[src/rtl/hub_fold_pkg.sv]
// Shared types for the folded HUB layer sequencer: state encoding and
// the helper that sizes the partition index.
package hub_fold_pkg;

  typedef enum logic [2:0] {
    IDLE,
    CLEAR,
    LOAD,
    RUN,
    DONE
  } fold_state_t;

  // Width of the partition index; never narrower than one bit so FOLD=1 still has a port.
  function automatic int part_width(input int fold);
    return ($clog2(fold) < 2) ? 1 : $clog2(fold);
  endfunction

endpackage

[src/rtl/hub_run_cnt.sv]
// Bitstream-cycle counter for one fold partition. Cleared while the layer
// is being loaded, advanced on every consumed bitstream cycle, and flags
// the last cycle of the partition. It stops at CLEN rather than wrapping.
module hub_run_cnt #(
  parameter int CLEN = 256,
  parameter int CWID = $clog2(CLEN + 1)
) (
  input  logic clk,
  input  logic rst,
  input  logic clr,
  input  logic en,
  output logic tc
);

  logic [CWID-1:0] cnt;

  // Count consumed cycles; clear has priority over enable, and the count parks at CLEN.
  always_ff @(posedge clk) begin
    if (rst) begin
      cnt <= '0;
    end else if (clr) begin
      cnt <= '0;
    end else if (en && (cnt != CWID'(CLEN))) begin
      cnt <= cnt + CWID'(1);
    end
  end

  assign tc = (cnt == CWID'(CLEN - 1));

endmodule

[src/rtl/hub_fold_seq.sv]
// Control sequencer for a folded HUB linear layer. Accepts one job, clears
// the accumulators, then walks every fold partition with a load pulse
// followed by CLEN bitstream cycles, and finally holds result-valid until
// the consumer takes it. Defining HUB_FOLD_SEQ_PERF_EN adds the perf_cyc
// busy-cycle counter port.
module hub_fold_seq
  import hub_fold_pkg::*;
#(
  parameter int FOLD = 2,
  parameter int PWID = part_width(FOLD),
  parameter int CLEN = 256,
  parameter int CWID = $clog2(CLEN + 1)
) (
  input  logic            clk,
  input  logic            rst,
  input  logic            start,
  input  logic            sel_i,
  output logic            i_ready,
  input  logic            hold,
  input  logic            abort,
  output logic            load,
  output logic            clear,
  output logic            sel,
  output logic [PWID-1:0] part,
  output logic            run,
  output logic            o_valid,
  input  logic            o_ready
`ifdef HUB_FOLD_SEQ_PERF_EN
  ,
  output logic [31:0]     perf_cyc
`endif
);

  fold_state_t state;
  fold_state_t next_state;
  logic        accept;
  logic        last_part;
  logic        cnt_tc;
  logic        part_adv;

  assign accept    = (state == IDLE) && start;
  assign last_part = (part == PWID'(FOLD - 1));
  assign part_adv  = (state == RUN) && (next_state == LOAD);

  // The only unregistered outputs; both are forced low while reset is held.
  assign i_ready = (state == IDLE) && !rst;
  assign run     = (state == RUN) && !hold && !rst;

  hub_run_cnt #(
    .CLEN(CLEN),
    .CWID(CWID)
  ) u_run_cnt (
    .clk(clk),
    .rst(rst),
    .clr(state == LOAD),
    .en ((state == RUN) && !hold),
    .tc (cnt_tc)
  );

  // Next-state selection; abort overrides everything once a job is in flight.
  always_comb begin
    next_state = state;
    unique case (state)
      IDLE:    if (start) next_state = CLEAR;
      CLEAR:   next_state = LOAD;
      LOAD:    next_state = RUN;
      RUN:     if (!hold && cnt_tc) next_state = last_part ? DONE : LOAD;
      DONE:    if (o_ready) next_state = IDLE;
      default: next_state = IDLE;
    endcase
    if (abort && (state != IDLE)) begin
      next_state = IDLE;
    end
  end

  // State plus registered control outputs, decoded from the state being entered so pulses align with it.
  always_ff @(posedge clk) begin
    if (rst) begin
      state   <= IDLE;
      load    <= 1'b0;
      clear   <= 1'b0;
      o_valid <= 1'b0;
      sel     <= 1'b0;
      part    <= '0;
    end else begin
      state   <= next_state;
      load    <= (next_state == LOAD);
      clear   <= (next_state == CLEAR);
      o_valid <= (next_state == DONE);
      if (accept) begin
        sel  <= sel_i;
        part <= '0;
      end else if (part_adv) begin
        part <= part + PWID'(1);
      end
    end
  end

`ifdef HUB_FOLD_SEQ_PERF_EN
  // Busy-cycle counter: restarts on accept, counts CLEAR/LOAD/RUN cycles, saturates at all-ones.
  always_ff @(posedge clk) begin
    if (rst) begin
      perf_cyc <= '0;
    end else if (accept) begin
      perf_cyc <= '0;
    end else if ((state inside {CLEAR, LOAD, RUN}) && (perf_cyc != 32'hFFFF_FFFF)) begin
      perf_cyc <= perf_cyc + 32'd1;
    end
  end
`endif

endmodule

[config.mk]
export PLATFORM = sky130hd
export DESIGN_NAME = hub_fold_seq
export DESIGN_NICKNAME = d
export VERILOG_FILES = /design/src/rtl/hub_fold_pkg.sv /design/src/rtl/hub_run_cnt.sv /design/src/rtl/hub_fold_seq.sv
export SDC_FILE = /design/constraint.sdc
export NUM_CORES = 1
export LEC_CHECK = 0
export CORE_UTILIZATION = 54
export CTS_CLUSTER_SIZE = 28
export DETAILED_ROUTE_END_ITERATION = 12
export DONT_BUFFER_PORTS = 1
export PLACE_DENSITY = 0.72
export SETUP_SLACK_MARGIN = 0.15
export SYNTH_ARGS = -nofsm -noshare
export SYNTH_HDL_FRONTEND = slang
export SYNTH_SLANG_ARGS = --single-unit
[constraint.sdc]
create_clock -name clk -period 1.8 [get_ports clk]
set_input_delay 0.36 -clock clk [delete_from_list [all_inputs] [get_ports clk]]
set_output_delay 0.36 -clock clk [all_outputs]
set_load 0.02 [all_outputs]
==> flow_metrics.env <==
export IMPL_status="finished, final reports clean"
export IMPL_cts_made_buffers=3
export IMPL_ys_async_sr_fraction_pct=0
export IMPL_worstPathRequired_ns=2.01
export IMPL_synth_seq_area_share_pct=37.4
export IMPL_yosysMostFrequentCell="dfxtp_1"
export IMPL_dominantRegCellSynth="dfxtp_1"
export IMPL_vias=770
export IMPL_cts_root_buf="clkbuf_4"
export IMPL_clock_power_share_pct=32.6
export IMPL_yosys_warnings=0
export IMPL_p_per_area_nw_per_um2=623
export IMPL_grt_pass1_vias=681
export IMPL_synth_area_leaders="dfxtp_1, nor2_1, nor4b_2"
export IMPL_hold_class="input port to register"
export IMPL_chipWidth_um=43.1
export IMPL_rrSetupSlack_ns=0.04
export IMPL_synthMuxAreaShare_pct=2.20
export IMPL_nNetsFinal=120
export IMPL_p_int_mw=0.490
export IMPL_crit_fanout=4
export IMPL_synth_common_cells="dfxtp_1, nor2_1, a21oi_1, inv_1"
export IMPL_num_io_pins=14
export IMPL_p_comb_share_pct=7.1
export IMPL_firstDrtPassIters=4
export IMPL_sw_frac_of_total_pct=25.3
export IMPL_finalSetupTns_ns=0
export IMPL_drive_gt1_share_pct=28.4
export IMPL_crit_path_end_kind="register"
export IMPL_grt_use_met2_pct=33.0
export IMPL_seq_power_share_pct=60.3
export IMPL_synth_edf_count=0
export IMPL_start_kind="register"
export IMPL_drv_cap=0
export IMPL_clk_latency_ns=0.30
export IMPL_synth_area_um2=911
export IMPL_cp_arrival_ns=1.97
export IMPL_slew_headroom_pct=71.3
export IMPL_placed_cells=112
export IMPL_dieArea_um2=1860
export IMPL_register_area_um2=350
export IMPL_skew_ns=0.00467
export IMPL_crit_slowest_cell="dfxtp_4"
export IMPL_diodes=0
export IMPL_power_mw=0.656
export IMPL_core_area_um2=1540
export IMPL_synth_adder_area_share_pct=4.12
export IMPL_antenna_found_initial=0
export IMPL_synth_top_family_by_area="simple AND/OR/NAND/NOR gates"
export IMPL_viasPerCell=6.16
export IMPL_avgSynthCellArea_um2=9.29
export IMPL_p_leak_nw=0.373
export IMPL_drt_iter0_drc=34
export IMPL_synth_simple_area_share_pct=34.2
export IMPL_p_sw_mw=0.166
export IMPL_ys_types=38
export IMPL_remaining_drc_errors=0
export IMPL_gp_congestion=0.784
export IMPL_syn_inst=98
export IMPL_synth_compound_area_share_pct=11.7
export IMPL_crit_type="register to register"
export IMPL_syn_num_nets=108
export IMPL_cp_cell_sequence="ha_4 -> nand3_2 -> nor2_2 -> and3_1 -> ha_2 -> and4b_1 -> a211oi_2 -> buf_4 -> and2_4"
export IMPL_grt_pass1_wl_mm=3.11
export IMPL_portBuffers=0
export IMPL_setup_viol=0
export IMPL_cts_tree="yes"
export IMPL_wl_mm=2.02
export IMPL_final_hold_viol_count=0
export IMPL_ys_ff_latch=17
export IMPL_cts_max_path_buffers=2
export IMPL_finalNonFillerCells=125
export IMPL_fin_crit_ns=1.76
export IMPL_max_freq_ghz=0.569
export IMPL_slowest_delay_ns=0.37
export IMPL_path_clk_slew_ns=0.10
export IMPL_grt_max_degree=13
export IMPL_clock_sinks=17
export IMPL_areaGrowthSynthToFinish_pct=15.7
export IMPL_yosysTopAreaCell="dfxtp_1"
export IMPL_hpwl_mm=1.25
export IMPL_finalMaxSlewViolations=0
export IMPL_timing_hold_ws_ns=0.115
export IMPL_grt_use_met3_pct=2.98
export IMPL_top_usage_layer="met2"
export IMPL_yosys_area_top_type_share_pct=37.4
export IMPL_drtAntennaViolNets=0
export IMPL_rsz0062_at_grt="yes"
export IMPL_ir_worst_vdd_mv=0.522
export IMPL_multi_input_area_um2=552
export IMPL_grt_util_met1_pct=32.6
export IMPL_die_h_um=43.1
export IMPL_ctsHtreeMaxLevel=1
export IMPL_wl_per_cell_um=16.2
export IMPL_num_rows=14
export IMPL_period_share_pct=97.7
export IMPL_overflow=0
export IMPL_fillCellCount=113
export IMPL_grtUsageTotal_pct=22.6
export IMPL_initial_core_util_pct=59.1
export IMPL_tightest_slew_ns=0.429
export IMPL_yosys_area_share_xor_xnor_pct=4.81
[final timing paths]
path | from | cells after the start | to
worst min register to register | u_run_cnt.cnt[8] | 2 | u_run_cnt.cnt[8]
worst min-delay path | rst | 1 | sel
worst max-delay path | u_run_cnt.cnt[0] | 9 | load
worst max register to register | u_run_cnt.cnt[0] | 9 | load
[stage by stage]
| stage | cell area (um^2) | setup WS, ns | util, % |
|---|---|---|---|
| 3_3_place_gp | 940 | 0.0857 | 61.0 |
| 5_1_grt | 1050 | -0.0422 | 68.3 |
| 4_1_cts | 1010 | 0.0843 | 65.7 |
| 6_report | 1050 | 0.0412 | 68.3 |
| 3_5_place_dp | 940 | 0.0365 | 61.0 |
| 2_1_floorplan | 933 | 0.155 | - |
[logic make-up after synthesis]
family	after synthesis
DFF	17
xor gates and xnor gates	5
muxes	2
AOI/OAI and AO/OA	15
adders and majority gates	3
and+or+nand+nor	46
buffers and inverters	10
[metal layers]
metal	wire, um	share of wire (%)	vias to the layer above
met2	936	46	22
met5	0	0	-
met1	934	46	366
met4	53	2.6	0
li1	-	-	375
met3	97	4.8	7
[flip-flops by register name (all words and copies together) (netlist names)]
name	flops
load	1
o_valid	1
clear	1
part	1
state	3
sel	1
u_run_cnt.cnt	9
[worst max-delay path: cells and delay by family, from the launching register on]
kind | cells | cell delay (ns)
and+or+nand+nor | 5 | 0.74
DFF | 1 | 0.37
adders and majority gates | 2 | 0.33
buffers and inverters | 1 | 0.14
AOI/OAI and AO/OA | 1 | 0.07
[cells in the final DEF (no fill, tap or decap), types with 3 or more instances in the layout]
cell type,netlist,routed
dfxtp_1,17,13
nor4b_2,3,3
nor2_1,16,14
buf_4,1,11
xnor2_1,3,3
a211oi_1,3,3
clkbuf_4,0,3
nand2_1,3,3
inv_1,6,6
a21oi_1,6,6
[cell type report]
type                       count  share of cell area (%)
timing repair buffer          11                    7.84
sequential                    17                    33.3
clock buffer                   4                    2.49
multi-input combinational     71                    52.4
inverter                       6                    2.14
tap                           16                    1.90
[power groups by stage]
| stage | logic (mW) | registers (mW) | clock network (mW) |
|---|---|---|---|
| 3_5_place_dp | 0.0426 | 0.406 | 0 |
| 3_3_place_gp | 0.0421 | 0.406 | 0 |
| 4_1_cts | 0.0444 | 0.395 | 0.214 |
| 5_1_grt | 0.0500 | 0.397 | 0.230 |
| 6_report | 0.0463 | 0.396 | 0.214 |
| 2_1_floorplan | 0.0433 | 0.399 | 0 |
[what timing repair did]
action | CTS | global route
hold buffers | 0 | 0
pin swaps | 2 | 3
endpoints found under the setup margin | 7 | 11
gates resized for setup | 5 | 3
buffers inserted | 5 | 4
Power figures use the tool's default switching activity.
